--- config.mk ---
export PLATFORM = sky130hd
export DESIGN_NAME = snake_render
export DESIGN_NICKNAME = d
export VERILOG_FILES = /design/src/rtl/snake_pkg.sv /design/src/rtl/snake_hit_cmp.sv /design/src/rtl/snake_render.sv
export SDC_FILE = /design/constraint.sdc
export NUM_CORES = 2
export LEC_CHECK = 0
export BUFFER_PORTS_ARGS = -buffer_cell sky130_fd_sc_hd__buf_2
export CORE_ASPECT_RATIO = 1.75
export CORE_MARGIN = 2
export CORE_UTILIZATION = 30
export DETAILED_ROUTE_END_ITERATION = 6
export SYNTH_ARGS = -nofsm -noshare
export SYNTH_HDL_FRONTEND = slang
export SYNTH_SLANG_ARGS = --single-unit
--- constraint.sdc ---
create_clock -name vga_clk -period 17.8 [get_ports vga_clk]
set_clock_uncertainty 0.05 [all_clocks]
set_input_delay 2.67 -clock vga_clk [delete_from_list [all_inputs] [get_ports vga_clk]]
set_output_delay 2.67 -clock vga_clk [all_outputs]
set_load 0.05 [all_outputs]
--- src/rtl/snake_pkg.sv ---
// Shared colour constants and display-state encoding for the snake renderer.
package snake_pkg;

    localparam logic [15:0] COL_BLACK  = 16'h0000;
    localparam logic [15:0] COL_BLUE   = 16'h001F;
    localparam logic [15:0] COL_GREEN  = 16'h07E0;
    localparam logic [15:0] COL_YELLOW = 16'hFFE0;
    localparam logic [15:0] COL_RED    = 16'hF800;
    localparam logic [15:0] COL_WHITE  = 16'hFFFF;

    typedef enum logic [1:0] {
        ST_PLAY     = 2'd0,
        ST_OVER_ON  = 2'd1,
        ST_OVER_OFF = 2'd2
    } disp_state_t;

endpackage

--- src/rtl/snake_hit_cmp.sv ---
// Square-hit comparator: flags a pixel inside a BLOCK_W x BLOCK_W square.
module snake_hit_cmp
    import snake_pkg::*;
#(
    parameter int BLOCK_W = 10
) (
    input  logic [9:0]  sq_x,
    input  logic [9:0]  sq_y,
    input  logic [10:0] xpos,
    input  logic [10:0] ypos,
    output logic        hit
);

    logic [10:0] x_lo, x_hi, y_lo, y_hi;

    // Widened to 11 bits so a square near x=1023 extends past 1023 instead of wrapping to 0.
    assign x_lo = {1'b0, sq_x};
    assign y_lo = {1'b0, sq_y};
    assign x_hi = x_lo + 11'(BLOCK_W);
    assign y_hi = y_lo + 11'(BLOCK_W);

    assign hit = (xpos >= x_lo) && (xpos < x_hi) && (ypos >= y_lo) && (ypos < y_hi);

endmodule

--- src/rtl/snake_render.sv ---
// Snake game pixel renderer: shadowed segment table, blink FSM, 2-stage colour pipeline.
//
// state       | meaning
// ------------+-----------------------------------------------
// ST_PLAY     | normal play, no game-over box
// ST_OVER_ON  | game over, box drawn this blink phase
// ST_OVER_OFF | game over, box hidden, snake/food/OSD still drawn
module snake_render
    import snake_pkg::*;
#(
    parameter int H_DISP       = 800,
    parameter int V_DISP       = 600,
    parameter int BLOCK_W      = 10,
    parameter int MAX_SEG      = 16,
    parameter int BLINK_FRAMES = 30,
    parameter int OVR_X0       = 292,
    parameter int OVR_X1       = 508,
    parameter int OVR_Y0       = 168,
    parameter int OVR_Y1       = 232
) (
    input  logic                           vga_clk,
    input  logic                           sys_rst,
    input  logic [10:0]                    pixel_xpos,
    input  logic [10:0]                    pixel_ypos,
    input  logic                           pix_en,
    input  logic                           frame_start,
    input  logic                           seg_wr_en,
    input  logic [$clog2(MAX_SEG)-1:0]     seg_wr_idx,
    input  logic [9:0]                     seg_wr_x,
    input  logic [9:0]                     seg_wr_y,
    input  logic [$clog2(MAX_SEG+1)-1:0]   seg_len,
    input  logic [9:0]                     food_x,
    input  logic [9:0]                     food_y,
    input  logic                           game_over,
    input  logic                           osd_pix,
    output logic [15:0]                    pixel_data,
    output logic                           pixel_vld
);

    localparam int LEN_W = $clog2(MAX_SEG + 1);
    localparam int CNT_W = (BLINK_FRAMES > 1) ? $clog2(BLINK_FRAMES) : 1;

    logic [9:0]         live_x [MAX_SEG];
    logic [9:0]         live_y [MAX_SEG];
    logic [9:0]         shd_x  [MAX_SEG];
    logic [9:0]         shd_y  [MAX_SEG];
    logic [LEN_W-1:0]   shd_len;
    logic [9:0]         shd_food_x, shd_food_y;
    logic               shd_go;
    logic [MAX_SEG-1:0] wr_sel;
    logic [LEN_W-1:0]   len_clamped;

    disp_state_t        state, state_nxt;
    logic [CNT_W-1:0]   frm_cnt, frm_cnt_nxt;

    logic [10:0]        s1_x, s1_y;
    logic               s1_vld, s1_osd;
    logic [MAX_SEG:0]   hit;
    logic               body_hit, off_screen, in_box;
    logic [15:0]        colour;

    always_comb begin
        wr_sel = '0;
        for (int i = 0; i < MAX_SEG; i++) begin
            wr_sel[i] = seg_wr_en && (int'(seg_wr_idx) == i);
        end
    end

    assign len_clamped = (int'(seg_len) > MAX_SEG) ? LEN_W'(MAX_SEG) : seg_len;

    // Shadow copy forwards a same-edge write so the frame sees the newest position.
    always_ff @(posedge vga_clk) begin
        if (sys_rst) begin
            for (int i = 0; i < MAX_SEG; i++) begin
                live_x[i] <= '0;
                live_y[i] <= '0;
                shd_x[i]  <= '0;
                shd_y[i]  <= '0;
            end
            shd_len    <= '0;
            shd_food_x <= '0;
            shd_food_y <= '0;
            shd_go     <= 1'b0;
        end else begin
            for (int i = 0; i < MAX_SEG; i++) begin
                if (wr_sel[i]) begin
                    live_x[i] <= seg_wr_x;
                    live_y[i] <= seg_wr_y;
                end
                if (frame_start) begin
                    shd_x[i] <= wr_sel[i] ? seg_wr_x : live_x[i];
                    shd_y[i] <= wr_sel[i] ? seg_wr_y : live_y[i];
                end
            end
            if (frame_start) begin
                shd_len    <= len_clamped;
                shd_food_x <= food_x;
                shd_food_y <= food_y;
                shd_go     <= game_over;
            end
        end
    end

    always_ff @(posedge vga_clk) begin
        if (sys_rst) begin
            state   <= ST_PLAY;
            frm_cnt <= '0;
        end else begin
            state   <= state_nxt;
            frm_cnt <= frm_cnt_nxt;
        end
    end

    // game_over here is the value being shadowed on this same frame_start edge.
    always_comb begin
        state_nxt   = state;
        frm_cnt_nxt = frm_cnt;
        if (frame_start) begin
            if (!game_over) begin
                state_nxt   = ST_PLAY;
                frm_cnt_nxt = '0;
            end else begin
                case (state)
                    ST_PLAY: begin
                        state_nxt   = ST_OVER_ON;
                        frm_cnt_nxt = '0;
                    end
                    ST_OVER_ON, ST_OVER_OFF: begin
                        if (frm_cnt == CNT_W'(BLINK_FRAMES - 1)) begin
                            state_nxt   = (state == ST_OVER_ON) ? ST_OVER_OFF : ST_OVER_ON;
                            frm_cnt_nxt = '0;
                        end else begin
                            frm_cnt_nxt = frm_cnt + CNT_W'(1);
                        end
                    end
                    default: begin
                        state_nxt   = ST_PLAY;
                        frm_cnt_nxt = '0;
                    end
                endcase
            end
        end
    end

    always_ff @(posedge vga_clk) begin
        if (sys_rst) begin
            s1_x   <= '0;
            s1_y   <= '0;
            s1_vld <= 1'b0;
            s1_osd <= 1'b0;
        end else begin
            s1_x   <= pixel_xpos;
            s1_y   <= pixel_ypos;
            s1_vld <= pix_en;
            s1_osd <= osd_pix;
        end
    end

    for (genvar g = 0; g < MAX_SEG; g++) begin : g_seg_hit
        snake_hit_cmp #(.BLOCK_W(BLOCK_W)) u_seg_hit (
            .sq_x (shd_x[g]),
            .sq_y (shd_y[g]),
            .xpos (s1_x),
            .ypos (s1_y),
            .hit  (hit[g])
        );
    end

    snake_hit_cmp #(.BLOCK_W(BLOCK_W)) u_food_hit (
        .sq_x (shd_food_x),
        .sq_y (shd_food_y),
        .xpos (s1_x),
        .ypos (s1_y),
        .hit  (hit[MAX_SEG])
    );

    assign off_screen = (int'(s1_x) >= H_DISP) || (int'(s1_y) >= V_DISP);
    assign in_box     = (int'(s1_x) >= OVR_X0) && (int'(s1_x) < OVR_X1) &&
                        (int'(s1_y) >= OVR_Y0) && (int'(s1_y) < OVR_Y1);

    always_comb begin
        body_hit = 1'b0;
        for (int i = 1; i < MAX_SEG; i++) begin
            if (hit[i] && (int'(shd_len) > i)) body_hit = 1'b1;
        end
        colour = COL_WHITE;
        if (off_screen)                          colour = COL_BLACK;
        else if (state == ST_OVER_ON && in_box)  colour = COL_BLACK;
        else if (hit[0] && shd_len != '0)        colour = COL_BLUE;
        else if (body_hit)                       colour = COL_GREEN;
        else if (hit[MAX_SEG])                   colour = COL_YELLOW;
        else if (s1_osd)                         colour = COL_RED;
    end

    always_ff @(posedge vga_clk) begin
        if (sys_rst) begin
            pixel_data <= COL_BLACK;
            pixel_vld  <= 1'b0;
        end else begin
            pixel_data <= colour;
            pixel_vld  <= s1_vld;
        end
    end

endmodule
==> results.sh <==
export IMPL_status="finished clean"
export IMPL_swShare_pct=28.6
export IMPL_synth_fp_nets=5649
export IMPL_crit_path_end_kind="flop"
export IMPL_hold_violations=0
export IMPL_clkPwrFrac_pct=35.3
export IMPL_die_y_microns=529
export IMPL_power_per_cell_area_mw_per_mm2=83.2
export IMPL_fin_area_sq_mm=0.0525
export IMPL_fmax_ghz=0.171
export IMPL_clk_pin_slew_ns=0.07
export IMPL_cp_data_arrival_time_ns=6.15
export IMPL_min_path_type="flop to flop"
export IMPL_final_max_slew_viol_count=0
export IMPL_critPathMaxFanout=163
export IMPL_io_buffers=94
export IMPL_fin_crit_ns=5.84
export IMPL_dieWidth_microns=304
export IMPL_cts_buffers=66
export IMPL_fin_ws_ns=11.96
export IMPL_hpwl_microns=104000
export IMPL_yosys_most_used_dff="edfxtp_1"
export IMPL_synth_area_sq_mm=0.0473
export IMPL_synth_seq_area_share_pct=43.2
export IMPL_coreArea_sq_mm=0.156
export IMPL_drive_above_1_share_pct=6.49
export IMPL_final_instance_count_excl_fill=6990
export IMPL_cts_tree="built"
export IMPL_syn_avg_cell_area_sq_um=9.74
export IMPL_setup_tns_ns=0
export IMPL_routed_wl_microns=152000
export IMPL_mostFrequentLayoutCell="nand2_1"
export IMPL_track_usage_pct=18.5
export IMPL_min_period_over_period_pct=32.8
export IMPL_grt_max_degree=166
export IMPL_seq_power_share_pct=46.1
export IMPL_critical_path_class="input pin to flop"
export IMPL_rsz0062_at_grt="no"
export IMPL_cp_start_kind="input pin"
export IMPL_cp_startpoint="sys_rst"
export IMPL_antenna_found_initial=14
export IMPL_drt_initial_drc_count=2708
export IMPL_num_rows=192
export IMPL_nNetsFinal=5694
export IMPL_worst_pin_slew_ns=1.33
export IMPL_syn_to_final_growth_pct=11.1
export IMPL_ys_types=75
export IMPL_setup_violations=0
export IMPL_post_cts_resized=0
export IMPL_first_global_vias=36777
export IMPL_final_cell_mix="736 x nand2_1, 718 x ha_1, 640 x edfxtp_1"
export IMPL_place_inst=6867
export IMPL_place_area_sq_mm=0.0502
export IMPL_htree_levels=3
export IMPL_io_pins=95
export IMPL_post_route_util_pct=33.6
export IMPL_nFillCells=15636
export IMPL_power_switching_w=0.00125
export IMPL_pre_cts_ws_ns=11.22
export IMPL_r2r_start="s1_x[4]"
export IMPL_die_area_sq_mm=0.161
export IMPL_grt_first_pass_wirelength_microns=223000
export IMPL_wl_per_cell_microns=21.7
export IMPL_ir_worst_vdd_v=0.0000668
export IMPL_synth_seq_cells=700
export IMPL_relSlewSlack_pct=11.1
export IMPL_drt_vias_per_instance=5.24
export IMPL_cts_buffer_depth=3
export IMPL_worstHoldStart="s1_vld"
export IMPL_initial_core_util_pct=30.2
export IMPL_cts_sinks=700
export IMPL_max_cap_violations=0
export IMPL_synth_edf_count=640
export IMPL_cts_hold_buffers=0
export IMPL_leakagePower_nw=21.7
export IMPL_ys_warn_count=0
export IMPL_cts_root_buf="clkbuf_16"
export IMPL_ant_nets=0
export IMPL_combPwrFrac_pct=18.6
export IMPL_synth_async_reset_ratio_pct=0
export IMPL_postCtsSetupRepairBufs=0
export IMPL_clock_latency_ns=0.66
export IMPL_overflow=0
export IMPL_synthCells=4853
export IMPL_drt_pass1_iterations=5
export IMPL_drcViolationCount=0
export IMPL_routabilityCongestion=0.913
export IMPL_vias=36619
export IMPL_required_ns=18.11
export IMPL_internal_power_w=0.00312
==> cell usage after synthesis (5+ instances only) <==
cell type	number	area share, %
and4_1	5	0.093
nand2b_1	72	0.95
nand3_1	85	0.90
nor2b_1	59	0.78
nor4_1	16	0.21
o2111ai_1	37	0.69
o21ai_0	187	2.0
buf_2	5	0.053
a211o_1	23	0.43
nor3b_1	12	0.19
a31oi_1	14	0.19
o21a_1	22	0.35
a211oi_1	50	0.79
nand3b_1	5	0.079
o211ai_1	26	0.41
nand4_1	65	0.86
a21oi_1	489	5.2
a2111oi_0	23	0.43
and2_1	88	1.2
o31ai_1	6	0.095
dfxtp_1	60	2.5
nor3_1	83	0.88
nand4b_1	6	0.11
mux2i_1	23	0.49
edfxtp_1	640	41
and3_1	16	0.21
clkbuf_1	176	1.4
a221oi_1	7	0.13
xnor2_1	204	3.8
o21bai_1	20	0.32
buf_4	15	0.24
nor2_1	293	2.3
inv_1	384	3.0
ha_1	718	19
xor2_1	38	0.70
a21o_1	70	1.1
nand2_1	736	5.8
buf_1	5	0.040
==> cell families after synthesis <==
logic type      count (synthesis)  share of synthesized area (%)
simple gates                 1561                           15.0
mux                            23                          0.487
xor+xnor                      242                           4.48
buf+inv                       587                           4.82
compound gates               1022                           13.0
flops                         700                           43.2
fa+ha+maj                     718                           19.0
==> area by class of cell <==
class	instances	area, sq um	share of cell area (%)
antenna	6	15.0	0.0286
clock buffer	81	1860	3.54
clock inverter	36	445	0.848
inverter	384	1440	2.74
multi-input combinational	3566	24600	46.9
sequential	700	20400	38.9
tap	2037	2550	4.85
timing repair buffer	180	1150	2.18
==> power groups by stage <==
| stage | combinational, W | sequential (W) | clock, W |
|---|---|---|---|
| after floorplan | 0.000540 | 0.00203 | 0 |
| after global placement | 0.000779 | 0.00205 | 0 |
| after detailed placement | 0.000808 | 0.00205 | 0 |
| after CTS | 0.000813 | 0.00201 | 0.00156 |
| after global routing | 0.000910 | 0.00203 | 0.00161 |
| final | 0.000814 | 0.00201 | 0.00154 |
==> worst paths after layout <==
kind | endpoint | slack, ns | cells past startpoint
setup / recovery | shd_x[0][17] | 11.96 | 6
hold reg to reg | pixel_vld | 0.39 | 1
hold / removal | pixel_vld | 0.39 | 1
setup reg to reg | pixel_data[9] | 13.45 | 11
==> registers in the layout, indices dropped and copies added (netlist names), 2 cells and up <==
register / cells
pixel_data: 3
state: 2
s1_y: 11
shd_food_y: 10
live_y: 160
live_x: 160
s1_x: 11
frm_cnt: 5
shd_food_x: 10
shd_len: 5
shd_x: 160
shd_y: 160
==> layer usage <==
layer  vias up  GRT usage, %  wire (microns)
met1     17711          19.1           54300
met5         -             0              74
met3       412          3.22            9290
li1      17335             -               -
met4        14          12.5           11300
met2      1147          34.2           76800
==> metrics by stage <==
step / total power (W) / hold WS, ns
floorplan: 0.00257 / 0.364
global placement: 0.00282 / 0.378
detailed placement: 0.00286 / 0.386
CTS: 0.00439 / 0.404
global route: 0.00455 / 0.415
finish: 0.00437 / 0.394
==> worst max-delay path, stage by stage <==
cell      delay, ns
buf_6          0.37
buf_12         0.48
nand2b_4       0.76
buf_4          0.70
buf_4          0.79
a21oi_1        0.13
Note: power is estimated with default switching activity, not from simulation.
